[config.mk]
export PLATFORM = sky130hd
export DESIGN_NAME = bitwise_operand_loader_flat
export DESIGN_NICKNAME = d
export VERILOG_FILES = /design/src/rtl/bitwise_operand_loader_if.sv /design/src/rtl/bitwise_operand_loader.sv /design/src/flat_wrapper.sv
export SDC_FILE = /design/constraint.sdc
export NUM_CORES = 1
export LEC_CHECK = 0
export CORE_ASPECT_RATIO = 0.6
export CORE_UTILIZATION = 30
export DETAILED_ROUTE_END_ITERATION = 10
export PLACE_DENSITY = 0.63
export SYNTH_ARGS = -nofsm -noshare
export SYNTH_HDL_FRONTEND = slang
export SYNTH_SLANG_ARGS = --single-unit
[constraint.sdc]
create_clock -name clk -period 2.8 [get_ports clk]
set_input_delay 0.7 -clock clk [delete_from_list [all_inputs] [get_ports clk]]
set_output_delay 0.7 -clock clk [all_outputs]
set_load 0.05 [all_outputs]
[src/rtl/bitwise_operand_loader_if.sv]
// Operand-loader bus: switch bank, pushbutton, restart and the registered operand pair.
// Ports: sw, load_btn, clr (master -> slave); A, B, valid, load_ack, state (slave -> master).
interface bitwise_operand_loader_if #(
    parameter int WIDTH = 4
);
    logic [WIDTH-1:0] sw;
    logic             load_btn;
    logic             clr;
    logic [WIDTH-1:0] A;
    logic [WIDTH-1:0] B;
    logic             valid;
    logic             load_ack;
    logic [1:0]       state;

    modport master (
        output sw,
        output load_btn,
        output clr,
        input  A,
        input  B,
        input  valid,
        input  load_ack,
        input  state
    );

    modport slave (
        input  sw,
        input  load_btn,
        input  clr,
        output A,
        output B,
        output valid,
        output load_ack,
        output state
    );
endinterface

[src/rtl/bitwise_operand_loader.sv]
// Loads operands A then B from a shared switch bank, one per accepted button press.
// Ports: clk, rst (async, active-high), bus (slave modport: sw, load_btn, clr in;
// A, B, valid, load_ack, state out). Define LOADER_DEBOUNCE_EN to insert the debouncer.
module bitwise_operand_loader #(
    parameter int WIDTH           = 4,
    parameter int DEBOUNCE_CYCLES = 4
) (
    input  logic                      clk,
    input  logic                      rst,
    bitwise_operand_loader_if.slave   bus
);

    typedef enum logic [1:0] {
        WAIT_A  = 2'd0,
        WAIT_B  = 2'd1,
        READY   = 2'd2,
        ILLEGAL = 2'd3
    } state_e;

    if (DEBOUNCE_CYCLES < 1) begin : g_param_check
        $error("DEBOUNCE_CYCLES must be at least 1");
    end

    // ------------------------------------------------------------
    // Button input path
    // ------------------------------------------------------------
    logic sync1_q;
    logic sync2_q;
    logic btn_lvl;
    logic btn_lvl_d_q;
    logic press;

    always_ff @(posedge clk or posedge rst) begin
        if (rst) begin
            sync1_q <= 1'b0;
            sync2_q <= 1'b0;
        end else begin
            sync1_q <= bus.load_btn;
            sync2_q <= sync1_q;
        end
    end

`ifdef LOADER_DEBOUNCE_EN
    localparam int CW = $clog2(DEBOUNCE_CYCLES + 1);
    localparam logic [CW-1:0] CNT_LAST = CW'(DEBOUNCE_CYCLES - 1);

    logic [CW-1:0] db_cnt_q;
    logic [CW-1:0] db_cnt_d;
    logic          db_lvl_q;
    logic          db_lvl_d;

    // The counter holds the number of earlier mismatching cycles, so the
    // cycle that completes the run releases the new level combinationally.
    // This keeps the capture edge at k+1+DEBOUNCE_CYCLES.
    always_comb begin
        db_cnt_d = '0;
        db_lvl_d = db_lvl_q;
        btn_lvl  = db_lvl_q;
        if (sync2_q != db_lvl_q) begin
            if (db_cnt_q == CNT_LAST) begin
                btn_lvl  = sync2_q;
                db_lvl_d = sync2_q;
            end else begin
                db_cnt_d = db_cnt_q + CW'(1);
            end
        end
    end

    always_ff @(posedge clk or posedge rst) begin
        if (rst) begin
            db_cnt_q <= '0;
            db_lvl_q <= 1'b0;
        end else begin
            db_cnt_q <= db_cnt_d;
            db_lvl_q <= db_lvl_d;
        end
    end
`else
    assign btn_lvl = sync2_q;
`endif

    always_ff @(posedge clk or posedge rst) begin
        if (rst) begin
            btn_lvl_d_q <= 1'b0;
        end else begin
            btn_lvl_d_q <= btn_lvl;
        end
    end

    assign press = btn_lvl & ~btn_lvl_d_q;

    // ------------------------------------------------------------
    // Operand FSM
    // ------------------------------------------------------------
    state_e           state_q;
    state_e           state_d;
    logic [WIDTH-1:0] a_q;
    logic [WIDTH-1:0] a_d;
    logic [WIDTH-1:0] b_q;
    logic [WIDTH-1:0] b_d;
    logic             valid_q;
    logic             valid_d;
    logic             ack_q;
    logic             ack_d;

    always_ff @(posedge clk or posedge rst) begin
        if (rst) begin
            state_q <= WAIT_A;
            a_q     <= '0;
            b_q     <= '0;
            valid_q <= 1'b0;
            ack_q   <= 1'b0;
        end else begin
            state_q <= state_d;
            a_q     <= a_d;
            b_q     <= b_d;
            valid_q <= valid_d;
            ack_q   <= ack_d;
        end
    end

    always_comb begin
        state_d = state_q;
        a_d     = a_q;
        b_d     = b_q;
        valid_d = valid_q;
        ack_d   = 1'b0;

        // A press coinciding with clr is dropped here; the edge detector
        // has already moved on, so it is never replayed.
        if (bus.clr) begin
            state_d = WAIT_A;
            a_d     = '0;
            b_d     = '0;
            valid_d = 1'b0;
        end else begin
            unique case (state_q)
                WAIT_A: begin
                    if (press) begin
                        a_d     = bus.sw;
                        ack_d   = 1'b1;
                        state_d = WAIT_B;
                    end
                end
                WAIT_B: begin
                    if (press) begin
                        b_d     = bus.sw;
                        valid_d = 1'b1;
                        ack_d   = 1'b1;
                        state_d = READY;
                    end
                end
                READY: begin
                    // B is kept until the next B load.
                    if (press) begin
                        a_d     = bus.sw;
                        valid_d = 1'b0;
                        ack_d   = 1'b1;
                        state_d = WAIT_B;
                    end
                end
                ILLEGAL: begin
                    state_d = WAIT_A;
                    a_d     = '0;
                    b_d     = '0;
                    valid_d = 1'b0;
                end
            endcase
        end
    end

    assign bus.A        = a_q;
    assign bus.B        = b_q;
    assign bus.valid    = valid_q;
    assign bus.load_ack = ack_q;
    assign bus.state    = state_q;

endmodule

[src/flat_wrapper.sv]
// flat-port wrapper written by rule: the top's interface ports become plain ports
module bitwise_operand_loader_flat 
#(
    parameter int WIDTH           = 4,
    parameter int DEBOUNCE_CYCLES = 4
)
  (clk, rst, bus_sw, bus_load_btn, bus_clr, bus_A, bus_B, bus_valid, bus_load_ack, bus_state);
  bitwise_operand_loader_if #(.WIDTH(WIDTH)) bus_i ();
  input  logic clk;
  input  logic rst;
  input wire logic [$bits(bus_i.sw)-1:0] bus_sw;
  input wire logic [$bits(bus_i.load_btn)-1:0] bus_load_btn;
  input wire logic [$bits(bus_i.clr)-1:0] bus_clr;
  output wire logic [$bits(bus_i.A)-1:0] bus_A;
  output wire logic [$bits(bus_i.B)-1:0] bus_B;
  output wire logic [$bits(bus_i.valid)-1:0] bus_valid;
  output wire logic [$bits(bus_i.load_ack)-1:0] bus_load_ack;
  output wire logic [$bits(bus_i.state)-1:0] bus_state;
  assign bus_i.sw = bus_sw;
  assign bus_i.load_btn = bus_load_btn;
  assign bus_i.clr = bus_clr;
  assign bus_A = bus_i.A;
  assign bus_B = bus_i.B;
  assign bus_valid = bus_i.valid;
  assign bus_load_ack = bus_i.load_ack;
  assign bus_state = bus_i.state;
  bitwise_operand_loader #(.WIDTH(WIDTH), .DEBOUNCE_CYCLES(DEBOUNCE_CYCLES)) u_core (.clk(clk), .rst(rst), .bus(bus_i));
endmodule
## Yosys cells after proc, flatten, opt, wreduce, memory -nomap -nowiden

Cells that the tools add are included.
W data, S select, Z words.

- Flip-flop bits (word level): 15
- Input bits: 8

- Eq/ne operators: 6
- Multiplexer cells: 16
- Bitwise gates (word level): 2
- Reductions and logical operators: 10

Operators with widths:

| kind | number |
|---|---|
| $pmux W4 S2 | 2 |
| $mux W4 | 3 |
| $mux W1 | 6 |
| $mux W2 | 3 |
| $ne A3 B2 Y1 const B | 2 |
| $pmux W2 S3 | 1 |
| $reduce_and A2 Y1 | 3 |
| $reduce_bool A3 Y1 | 2 |
| $eq A2 B2 Y1 const B | 2 |
| $reduce_bool A4 Y1 | 1 |
| $ne A3 B1 Y1 const B | 1 |
| $pmux W1 S3 | 1 |
| $reduce_and A3 Y1 | 1 |
| $reduce_or A3 Y1 | 1 |
| $eq A2 B1 Y1 const B | 1 |
| $logic_not A2 Y1 | 1 |
| $reduce_or A2 Y1 | 1 |
| $and A1 B1 Y1 | 1 |
| $not A1 Y1 | 1 |

## Longest topological paths before layout

Gate-level depths: netlist (run 1).

- Word-level depth: 5
- Depth in mapped cells: 4
- Depth with buffers taken out: 3

## Least setup slack after synthesis (run 1)

OpenSTA, ideal clock, no wires.

- Path kind: register to output
- From: register u_core.state_q[0] (netlist: u_core.bus.state[0])
- To: output bus_state[0]
- Arrival: 0.671 ns
- Required time: 2.100 ns
- Setup slack: 1.429 ns
- Stages on the path, launching flop included: 1
- Cell sequence: dfrtp_1

RTL lines:

| item | line | source |
|---|---|---|
| start, declared | bitwise_operand_loader.sv:95 | `state_e state_q;` |
| start signal, assigned | bitwise_operand_loader.sv:114 | `state_q <= state_d;` |
| end, declared | flat_wrapper.sv:18 | `output wire logic [$bits(bus_i.state)-1:0] bus_state;` |

No word-level cell between the ends.

## Final worst setup path (run 1)

- From: register u_core.state_q[1] (netlist: u_core.bus.state[1])
- To: output bus_state[1]

No word-level cell between the ends.

==> results of run 1 <==
==> path summary, 6_finish.rpt <==
check	from	to
setup / recovery	u_core.bus.state[1]	bus_state[1]
hold / removal	u_core.sync1_q	u_core.btn_lvl
setup reg to reg	u_core.bus.state[0]	u_core.bus.A[1]
hold reg to reg	u_core.sync1_q	u_core.btn_lvl
max in group asynchronous	rst	u_core.bus.state[1]
min in group asynchronous	rst	u_core.sync1_q
==> area by class of cell <==
type	instances	area [um2]
fill	213	1240
sequential	15	375
multi-input combinational	46	297
timing repair buffer	20	198
clock buffer	4	45.0
tap	30	37.5
inverter	1	3.75
==> per-stage QoR <==
step                worst slack [ps]  hold slack [ps]
CTS                              463              352
global placement                 764              338
finish                           470              349
global route                     427              366
floorplan                       1430              331
detailed placement               731              339
==> per-layer routing <==
metal,wire length (um),vias up
met5,0,-
met4,0,0
met3,112,0
met2,610,18
met1,794,269
li1,-,280
==> logic make-up (layout without fill, tap and decap cells) <==
logic type / count (synthesis) / after routing / synth area share, %
buf+inv: 6 / 25 / 4.79
compound gates: 13 / 13 / 11.3
flops: 15 / 15 / 53.2
simple gates: 33 / 33 / 30.7
==> registers in the layout (all words and copies together) (netlist names) <==
signal and flops:
u_core.btn_lvl 1, u_core.bus.valid 1, u_core.bus.A 4, u_core.btn_lvl_d_q 1
u_core.sync1_q 1, u_core.bus.load_ack 1, u_core.bus.B 4, u_core.bus.state 2
==> power groups by stage <==
stage | sequential (mW) | clock (mW) | combinational [mW]
floorplan | 0.272 | 0 | 0.0330
global placement | 0.241 | 0 | 0.100
detailed placement | 0.241 | 0 | 0.100
CTS | 0.237 | 0.177 | 0.101
global route | 0.239 | 0.187 | 0.106
finish | 0.237 | 0.170 | 0.100
==> cell usage after synthesis (3+ instances only) <==
cell / number / area [um2]
nand2_1: 7 / 26.3
a21oi_1: 3 / 15.0
nand2b_1: 4 / 25.0
a31oi_1: 8 / 50.1
dfrtp_1: 15 / 375
nand3b_1: 15 / 113
clkbuf_1: 3 / 11.3
==> impl_table.tex, run 1 <==
\begin{tabular}{lr}
\hline
Metric & Value \\
\hline
\multicolumn{2}{l}{\textbf{Status}} \\
\quad Status & completed \\
\multicolumn{2}{l}{\textbf{Place}} \\
\quad Hpwl dp & 1.06 mm \\
\quad Number of buffer cells added on primary ports & 19 \\
\quad Last weighted congestion value of the routability-driven placer & 0.749 \\
\quad Area post-placement & 911 um2 \\
\quad Inst Count DP & 112 \\
\multicolumn{2}{l}{\textbf{GRT}} \\
\quad Antenna violations before repair & 0 \\
\quad GRT Util Overall & 13.0\% \\
\quad Global-route met2 utilization & around 20\% \\
\quad Global Route met1 Usage & about 17\% \\
\quad Most utilized layer in the global route result & met2 \\
\quad Vias in the first global route & $\sim$490 \\
\quad Pin count of the biggest net entering global routing & 17 \\
\quad Global routing met3 resource utilization & 5.81\% \\
\quad Wire length of the first global-routing pass & 2.30 mm \\
\quad Gr ovfl total & 0 \\
\multicolumn{2}{l}{\textbf{Synthesis}} \\
\quad Part of the Yosys area used for sequential elements & 53.2\% \\
\quad Dominant synthesized flop cell & dfrtp\_1 \\
\quad Summed instance area of the synthesized netlist & 706 um2 \\
\quad Yosys warnings & 0 \\
\quad Synth Register Bits & 15 \\
\quad EDFF count, synth & 0 \\
\quad Async SR Flop Fraction & 100\% \\
\quad Number of distinct library cell variants in the gate-level netlist after synthesis & 19 \\
\quad Average size of a mapped cell & 10.5 um2 \\
\quad Syn nets & 75 \\
\quad Synth Instances & 67 \\
\multicolumn{2}{l}{\textbf{Worst setup path}} \\
\quad Register-to-register setup slack & about 1400 ps \\
\quad Family with the most delay on the worst path & buffers and inverters \\
\quad Max FO, Critical Path & 12 \\
\quad Max incr delay on CP & $\sim$870 ps \\
\quad Reg2Reg Depth & 4 \\
\quad Crit Path Category & flop to primary output \\
\quad Buf+Inv Stages, Crit Path & 1 \\
\quad CP Capture Type & primary output \\
\quad Cell with the largest stage delay on the worst path & clkdlybuf4s50\_1 \\
\quad Critical Path AT & around 1600 ps \\
\quad Required time reported for the critical path endpoint & roughly 2100 ps \\
\quad Critical Path, Cell by Cell & clkdlybuf4s50\_1 \\
\quad Startpoint Class & flop \\
\quad Total number of cells along the worst setup path & 1 \\
\multicolumn{2}{l}{\textbf{Timing}} \\
\quad Number of pins with negative max-slew slack in the final report & 0 \\
\quad Actual transition at the worst max-transition pin & 572 ps \\
\quad Total of endpoints with negative setup slack in the final report & 0 \\
\quad Relative slew slack & 61.8\% \\
\quad Summed negative setup slack over all endpoints & 0 ps \\
\quad Period Utilization, post-route & around 83\% \\
\quad Clock skew & slightly below 2 ps \\
\quad Highest achievable clock rate & approximately 430 MHz \\
\quad Hold violation count in the final report & 0 \\
\quad RSZ-0062 raised after global routing & no \\
\quad Tmin final & between 2000 and 2500 ps \\
\multicolumn{2}{l}{\textbf{Final layout}} \\
\quad Count of nets after finishing & 95 \\
\quad Area Growth Syn to Fin & 35.5\% \\
\quad Post-route cell area & 956 um2 \\
\quad Most common cell after layout, fill and taps aside & clkdlybuf4s50\_1 \\
\quad Finished Layout Cells & 116 \\
\quad Antenna Cells & 0 \\
\quad Fraction of final layout cells sized beyond drive strength 1 & about 7\% \\
\quad Final Core Density & 43.5\% \\
\quad Most used cells in the layout excluding fill and tap cells & 19 x clkdlybuf4s50\_1, 15 x nand3b\_1, 15 x dfrtp\_1 \\
\multicolumn{2}{l}{\textbf{Clock tree}} \\
\quad Post-CTS Hold Fix Bufs & 0 \\
\quad Clock buffer count from CTS & 3 \\
\quad Setup Fix Bufs, Post-CTS & 0 \\
\quad Sink count of the clock tree & 15 \\
\quad CTS H-tree depth & 1 \\
\quad Post-CTS Resized & 0 \\
\quad TritonCTS clock tree & yes \\
\quad Skew-Pair Late Insertion Delay & 240 ps \\
\quad Clock tree buffer depth & 2 \\
\quad Clock Tree Root & clkbuf\_8 \\
\quad Clock transition at the registers of the reported paths & 60 ps \\
\multicolumn{2}{l}{\textbf{Die}} \\
\quad Number of top-level pins & 20 \\
\quad Row count & 13 \\
\quad Die X & 64.6 um \\
\quad Die Footprint & roughly 2600 um2 \\
\quad DIE HEIGHT & 39.6 um \\
\quad Placeable core region & $\sim$2200 um2 \\
\quad Effective utilization at floorplan & roughly 32\% \\
\multicolumn{2}{l}{\textbf{Drt}} \\
\quad Via count of the routed design & 567 \\
\quad DRC viols & 0 \\
\quad Vias per Instance & just under 5 \\
\quad Detailed router's first-iteration violation count & 13 \\
\quad Routed length per instance & 13.1 um \\
\quad Count of TritonRoute iterations in the first routing pass & 4 \\
\quad Routed WL & 1.52 mm \\
\quad Antenna-violating nets left & 0 \\
\multicolumn{2}{l}{\textbf{Pwr}} \\
\quad Net Switching & 140 uW \\
\quad Power density normalized to cell area & 531 nW/um2 \\
\quad Share of total power in sequential cells & 46.8\% \\
\quad Maximum ir drop on the vdd rail & 268 uV \\
\quad Part of the power in the clock network & approximately a third \\
\quad Fraction of power spent switching nets & 27.5\% \\
\quad P\_leak & 0.365 nW \\
\quad Post-layout total power & 507 uW \\
\quad Cell Int Power & 368 uW \\
\quad Relative contribution of combinational cells to total power & about a fifth \\
\multicolumn{2}{l}{\textbf{Min path}} \\
\quad Worst hold path stage count & 0 \\
\quad Hold Crit Class & flop to flop \\
\multicolumn{2}{l}{\textbf{Job}} \\
\quad MaxCap Viol Count & 0 \\
\hline
\end{tabular}
Power figures use the tool's default switching activity.
==> inputs of run 2 (changes only) <==
clock period = 2.4 ns   (was 2.8 ns; I/O delays follow)
==> run 2 against run 1 <==
Net effect: clock power rose by 18%; largest cell class unchanged; utilization unchanged; combinational power up 17%; critical path depth unchanged; clock skew fell by 1.5 ps; cell count is the same; sequential share of layout area stayed put; register-to-register slack worse by 380 ps; global-route usage increased by 0.60 points.
==> impl_table.tex, run 2 (synthesized netlist as in run 1, its figures left out) <==
\begin{tabular}{lr}
\hline
Metric & Value \\
\hline
\multicolumn{2}{l}{\textbf{Drt}} \\
\quad Vias per Instance & 4.98 (+1.9\%) \\
\quad Routed length per instance & 13.3 um (+1.3\%) \\
\quad DRC viols & 0 (unchanged) \\
\quad Routed WL & 1.54 mm (+1.3\%) \\
\quad Antenna-violating nets left & 0 (unchanged) \\
\quad Via count of the routed design & 578 (+1.9\%) \\
\quad Count of TritonRoute iterations in the first routing pass & 2 (-2) \\
\quad Detailed router's first-iteration violation count & 13 (unchanged) \\
\multicolumn{2}{l}{\textbf{GRT}} \\
\quad Wire length of the first global-routing pass & 2.37 mm (+2.7\%) \\
\quad Pin count of the biggest net entering global routing & 17 (unchanged) \\
\quad Antenna violations before repair & 0 (unchanged) \\
\quad GRT Util Overall & 13.6\% (+0.60 points) \\
\quad Gr ovfl total & 0 (unchanged) \\
\quad Vias in the first global route & 503 (+3.5\%) \\
\multicolumn{2}{l}{\textbf{Timing}} \\
\quad Summed negative setup slack over all endpoints & 0 ps (unchanged) \\
\quad RSZ-0062 raised after global routing & no \\
\quad Worst-case setup margin in the final layout & 177 ps (-293 ps) \\
\quad Total of endpoints with negative setup slack in the final report & 0 (unchanged) \\
\quad Clock skew & 0.458 ps (-1.50 ps) \\
\quad Tmin final & 2220 ps \\
\quad Period Utilization, post-route & 92.6\% \\
\quad Number of pins with negative max-slew slack in the final report & 0 (unchanged) \\
\quad Relative slew slack & 62.2\% (+0.37 points) \\
\quad Hold violation count in the final report & 0 (unchanged) \\
\quad Highest achievable clock rate & 450 MHz \\
\quad Actual transition at the worst max-transition pin & 566 ps (-5.58 ps) \\
\multicolumn{2}{l}{\textbf{Place}} \\
\quad Hpwl dp & 1.06 mm (-0.21\%) \\
\quad Number of buffer cells added on primary ports & 19 (unchanged) \\
\quad Last weighted congestion value of the routability-driven placer & 0.748 (about the same) \\
\quad Worst slack at placement & 425 ps (-306 ps) \\
\multicolumn{2}{l}{\textbf{Die}} \\
\quad Effective utilization at floorplan & 32.1\% (unchanged) \\
\quad Placeable core region & 2200 um2 (unchanged) \\
\quad Row count & 13 (unchanged) \\
\quad Number of top-level pins & 20 (unchanged) \\
\quad DIE HEIGHT & 39.6 um (unchanged) \\
\quad Die Footprint & 2560 um2 (unchanged) \\
\quad Die X & 64.6 um (unchanged) \\
\multicolumn{2}{l}{\textbf{Worst setup path}} \\
\quad Required time reported for the critical path endpoint & 1800 ps (-300 ps) \\
\quad CP Capture Type & primary output \\
\quad Buf+Inv Stages, Crit Path & 1 (unchanged) \\
\quad Cell with the largest stage delay on the worst path & clkdlybuf4s50\_1 \\
\quad Critical Path, Cell by Cell & clkdlybuf4s50\_1 \\
\quad Crit Path Category & flop to primary output \\
\quad Max FO, Critical Path & 12 (unchanged) \\
\quad Max incr delay on CP & 870 ps (about the same) \\
\quad Family with the most delay on the worst path & buffers and inverters \\
\quad Critical Path AT & 1620 ps (about the same) \\
\quad Startpoint Class & flop \\
\quad Register-to-register setup slack & 1040 ps (-380 ps) \\
\multicolumn{2}{l}{\textbf{Clock tree}} \\
\quad CTS H-tree depth & 1 (unchanged) \\
\quad Skew-Pair Late Insertion Delay & 240 ps (about the same) \\
\quad Clock Tree Root & clkbuf\_8 \\
\quad Clock tree buffer depth & 2 (unchanged) \\
\quad Setup Fix Bufs, Post-CTS & 0 (unchanged) \\
\quad Clock buffer count from CTS & 3 (unchanged) \\
\quad Post-CTS Resized & 0 (unchanged) \\
\quad Sink count of the clock tree & 15 (unchanged) \\
\quad Post-CTS Hold Fix Bufs & 0 (unchanged) \\
\quad TritonCTS clock tree & yes \\
\quad Clock transition at the registers of the reported paths & 60 ps (about the same) \\
\multicolumn{2}{l}{\textbf{Job}} \\
\quad MaxCap Viol Count & 0 (unchanged) \\
\multicolumn{2}{l}{\textbf{Pwr}} \\
\quad Power density normalized to cell area & 622 nW/um2 (+17\%) \\
\quad P\_leak & 0.365 nW (unchanged) \\
\quad Maximum ir drop on the vdd rail & 359 uV (+34\%) \\
\multicolumn{2}{l}{\textbf{Final layout}} \\
\quad Most common cell after layout, fill and taps aside & clkdlybuf4s50\_1 \\
\quad Most used cells in the layout excluding fill and tap cells & 19 x clkdlybuf4s50\_1, 15 x nand3b\_1, 15 x dfrtp\_1 \\
\quad Count of nets after finishing & 95 (unchanged) \\
\quad Area Growth Syn to Fin & 35.5\% (unchanged) \\
\quad Fraction of final layout cells sized beyond drive strength 1 & 6.98\% (unchanged) \\
\quad Antenna Cells & 0 (unchanged) \\
\multicolumn{2}{l}{\textbf{Min path}} \\
\quad Hold Crit Class & flop to flop \\
\multicolumn{2}{l}{\textbf{Status}} \\
\quad Status & completed \\
\hline
\end{tabular}
-- run 2: cell counts in the layout (fill, tap and decap cells not counted) --
No cell type changed its count.
-- run 2: path summary, 6_finish.rpt --
kind,startpoint,end,cells past startpoint
max in group asynchronous,rst,u_core.bus.B[2],2
worst min-delay path,u_core.sync1_q,u_core.btn_lvl,0
min in group asynchronous,rst,u_core.sync1_q,2
worst max register to register,u_core.bus.state[0],u_core.bus.B[3],4
worst min register to register,u_core.sync1_q,u_core.btn_lvl,0
worst max-delay path,u_core.bus.state[1],bus_state[1],1
-- run 2: layer usage --
layer | global-route usage [%] | wire, um | vias up
li1 | - | - | 277
met1 | 17.3 | 799 | 282
met2 | 21.1 | 634 | 19
met3 | 6.40 | 103 | 0
met4 | 3.33 | 0 | 0
met5 | 0 | 0 | -
-- run 2: area by class of cell --
class / instances / area [um2]
Clock buffer: 4 / 45.0
Fill cell: 224 / 1240
Inverter: 1 / 3.75
Multi-Input combinational cell: 46 / 297
Sequential cell: 15 / 375
Tap cell: 30 / 37.5
Timing Repair Buffer: 20 / 198
-- run 2: power breakdown --
part	internal (mW)	switching, mW
Sequential	0.266	0.0102
Combinational	0.0454	0.0714
Clock	0.117	0.0837
-- run 2: through the flow --
stage	area (um2)	util (%)	power, mW	cells	hold WS (ps)
after floorplan	706	-	0.356	67	331
after global placement	911	41.5	0.397	112	338
after detailed placement	911	41.5	0.399	112	339
after CTS	956	43.5	0.604	116	352
after global routing	956	43.5	0.626	116	366
final	956	43.5	0.594	116	351
==> inputs of run 3 (changes only) <==
CAP_MARGIN = 20   (was not set)
RECOVER_POWER = 25   (was not set)
==> run 3 against run 2 <==
Net effect: clock power about the same; via count unchanged; hold slack unchanged; global-route usage unchanged; critical path depth unchanged; critical endpoint unchanged.
==> impl_table.tex, run 3 (synthesized netlist as in run 1, its figures left out) <==
\begin{tabular}{lr}
\hline
Metric & Value \\
\hline
\multicolumn{2}{l}{\textbf{Clock tree}} \\
\quad TritonCTS clock tree & yes \\
\quad Setup Fix Bufs, Post-CTS & 0 (unchanged) \\
\quad Clock tree buffer depth & 2 (unchanged) \\
\quad Skew-Pair Late Insertion Delay & 240 ps (about the same) \\
\quad Clock transition at the registers of the reported paths & 60 ps (about the same) \\
\quad Sink count of the clock tree & 15 (unchanged) \\
\quad Post-CTS Hold Fix Bufs & 0 (unchanged) \\
\quad Clock Tree Root & clkbuf\_8 \\
\quad Post-CTS Resized & 0 (unchanged) \\
\quad Clock buffer count from CTS & 3 (unchanged) \\
\quad CTS H-tree depth & 1 (unchanged) \\
\multicolumn{2}{l}{\textbf{Pwr}} \\
\quad Maximum ir drop on the vdd rail & 356 uV (-0.79\%) \\
\quad Fraction of power spent switching nets & 27.8\% (+0.030 points) \\
\quad Net Switching & 165 uW (unchanged) \\
\quad Part of the power in the clock network & 33.9\% (about the same) \\
\quad P\_leak & 0.366 nW (+0.14\%) \\
\quad Relative contribution of combinational cells to total power & 19.6\% (about the same) \\
\quad Power density normalized to cell area & 621 nW/um2 (-0.11\%) \\
\quad Cell Int Power & 428 uW (-0.15\%) \\
\quad Share of total power in sequential cells & 46.6\% (about the same) \\
\multicolumn{2}{l}{\textbf{Worst setup path}} \\
\quad Critical Path AT & 1620 ps (about the same) \\
\quad CP Capture Type & primary output \\
\quad Critical Path, Cell by Cell & clkdlybuf4s50\_1 \\
\quad Max FO, Critical Path & 12 (unchanged) \\
\quad Crit Path Category & flop to primary output \\
\quad Buf+Inv Stages, Crit Path & 1 (unchanged) \\
\quad Required time reported for the critical path endpoint & 1800 ps (about the same) \\
\quad Cell with the largest stage delay on the worst path & clkdlybuf4s50\_1 \\
\quad Family with the most delay on the worst path & buffers and inverters \\
\quad Startpoint Class & flop \\
\quad Max incr delay on CP & 870 ps (about the same) \\
\multicolumn{2}{l}{\textbf{Place}} \\
\quad Number of buffer cells added on primary ports & 19 (unchanged) \\
\quad Area post-placement & 911 um2 (unchanged) \\
\quad Hpwl dp & 1.06 mm (unchanged) \\
\quad Worst slack at placement & 425 ps (unchanged) \\
\quad Last weighted congestion value of the routability-driven placer & 0.748 (unchanged) \\
\multicolumn{2}{l}{\textbf{Drt}} \\
\quad DRC viols & 0 (unchanged) \\
\quad Detailed router's first-iteration violation count & 13 (unchanged) \\
\quad Routed length per instance & 13.2 um (about the same) \\
\quad Count of TritonRoute iterations in the first routing pass & 2 (unchanged) \\
\quad Routed WL & 1.54 mm (about the same) \\
\quad Antenna-violating nets left & 0 (unchanged) \\
\quad Via count of the routed design & 578 (unchanged) \\
\quad Vias per Instance & 4.98 (unchanged) \\
\multicolumn{2}{l}{\textbf{GRT}} \\
\quad Pin count of the biggest net entering global routing & 17 (unchanged) \\
\quad Global-route met2 utilization & 21.1\% (unchanged) \\
\quad Vias in the first global route & 503 (unchanged) \\
\quad Most utilized layer in the global route result & met2 \\
\quad Global Route met1 Usage & 17.3\% (unchanged) \\
\quad Gr ovfl total & 0 (unchanged) \\
\quad Antenna violations before repair & 0 (unchanged) \\
\quad Wire length of the first global-routing pass & 2.37 mm (unchanged) \\
\quad Global routing met3 resource utilization & 6.40\% (unchanged) \\
\quad GRT Util Overall & 13.6\% (unchanged) \\
\multicolumn{2}{l}{\textbf{Timing}} \\
\quad Hold violation count in the final report & 0 (unchanged) \\
\quad Period Utilization, post-route & 92.6\% (unchanged) \\
\quad Actual transition at the worst max-transition pin & 566 ps (-0.0202 ps) \\
\quad Total of endpoints with negative setup slack in the final report & 0 (unchanged) \\
\quad Number of pins with negative max-slew slack in the final report & 0 (unchanged) \\
\quad Worst-case setup margin in the final layout & 177 ps (unchanged) \\
\quad Clock skew & 0.458 ps (unchanged) \\
\quad Summed negative setup slack over all endpoints & 0 ps (unchanged) \\
\quad Tmin final & 2220 ps (unchanged) \\
\quad Highest achievable clock rate & 450 MHz (unchanged) \\
\quad RSZ-0062 raised after global routing & no \\
\quad Relative slew slack & 62.2\% (about the same) \\
\multicolumn{2}{l}{\textbf{Final layout}} \\
\quad Area Growth Syn to Fin & 35.5\% (unchanged) \\
\quad Fraction of final layout cells sized beyond drive strength 1 & 6.98\% (unchanged) \\
\quad Final-layout fill cell count & 224 (unchanged) \\
\quad Post-route cell area & 956 um2 (unchanged) \\
\quad Most common cell after layout, fill and taps aside & clkdlybuf4s50\_1 \\
\quad Count of nets after finishing & 95 (unchanged) \\
\quad Antenna Cells & 0 (unchanged) \\
\quad Most used cells in the layout excluding fill and tap cells & 17 x clkdlybuf4s50\_1, 15 x nand3b\_1, 15 x dfrtp\_1 \\
\multicolumn{2}{l}{\textbf{Die}} \\
\quad Die X & 64.6 um (unchanged) \\
\quad Row count & 13 (unchanged) \\
\quad Effective utilization at floorplan & 32.1\% (unchanged) \\
\quad Die Footprint & 2560 um2 (unchanged) \\
\quad Placeable core region & 2200 um2 (unchanged) \\
\quad Number of top-level pins & 20 (unchanged) \\
\quad DIE HEIGHT & 39.6 um (unchanged) \\
\multicolumn{2}{l}{\textbf{Status}} \\
\quad Status & completed \\
\multicolumn{2}{l}{\textbf{Job}} \\
\quad MaxCap Viol Count & 0 (unchanged) \\
\multicolumn{2}{l}{\textbf{Min path}} \\
\quad Hold Crit Class & flop to flop \\
\hline
\end{tabular}
[run 3: cell types whose count changed in the layout (fill, tap and decap cells not counted), sizes merged]
cell           previous run  this run
dlygate4sd3               0         2
clkdlybuf4s50            19        17
[run 3: final cells by class]
type | count | area [um2] | share of cell area (%)
repair buffers | 20 | 198 | 20.7
clock buffers | 4 | 45.0 | 4.71
multi-input cells | 46 | 297 | 31.0
flip-flops and latches | 15 | 375 | 39.3
well taps | 30 | 37.5 | 3.93
inverters | 1 | 3.75 | 0.393
[run 3: metrics by stage]
stage / hold WS, ps / cells / utilization (%) / power, mW
6_report: 351 / 116 / 43.5 / 0.594
2_1_floorplan: 331 / 67 / - / 0.356
3_3_place_gp: 338 / 112 / 41.5 / 0.397
5_1_grt: 366 / 116 / 43.5 / 0.625
4_1_cts: 352 / 116 / 43.5 / 0.604
3_5_place_dp: 339 / 112 / 41.5 / 0.399
[run 3: path summary, 6_finish.rpt]
kind / startpoint / end / slack, ps / cells after the start
worst max register to register: u_core.bus.state[0] / u_core.bus.B[3] / 1040 / 4
max in group asynchronous: rst / u_core.bus.B[2] / 1190 / 2
worst min register to register: u_core.sync1_q / u_core.btn_lvl / 350 / 0
worst max-delay path: u_core.bus.state[1] / bus_state[1] / 180 / 1
worst min-delay path: u_core.sync1_q / u_core.btn_lvl / 350 / 0
min in group asynchronous: rst / u_core.sync1_q / 840 / 2
[run 3: power by group through the flow]
stage / clock network [mW] / registers (mW) / logic, mW
detailed placement: 0 / 0.281 / 0.118
global route: 0.223 / 0.279 / 0.123
floorplan: 0 / 0.318 / 0.0385
finish: 0.201 / 0.276 / 0.116
CTS: 0.209 / 0.277 / 0.118
global placement: 0 / 0.281 / 0.117
[run 3: per-layer routing]
layer,routed length (um),vias up,part of all wire [%]
li1,-,277,-
met1,799,282,52
met2,633,19,41
met3,103,0,6.7
met4,0,0,0
met5,0,-,0
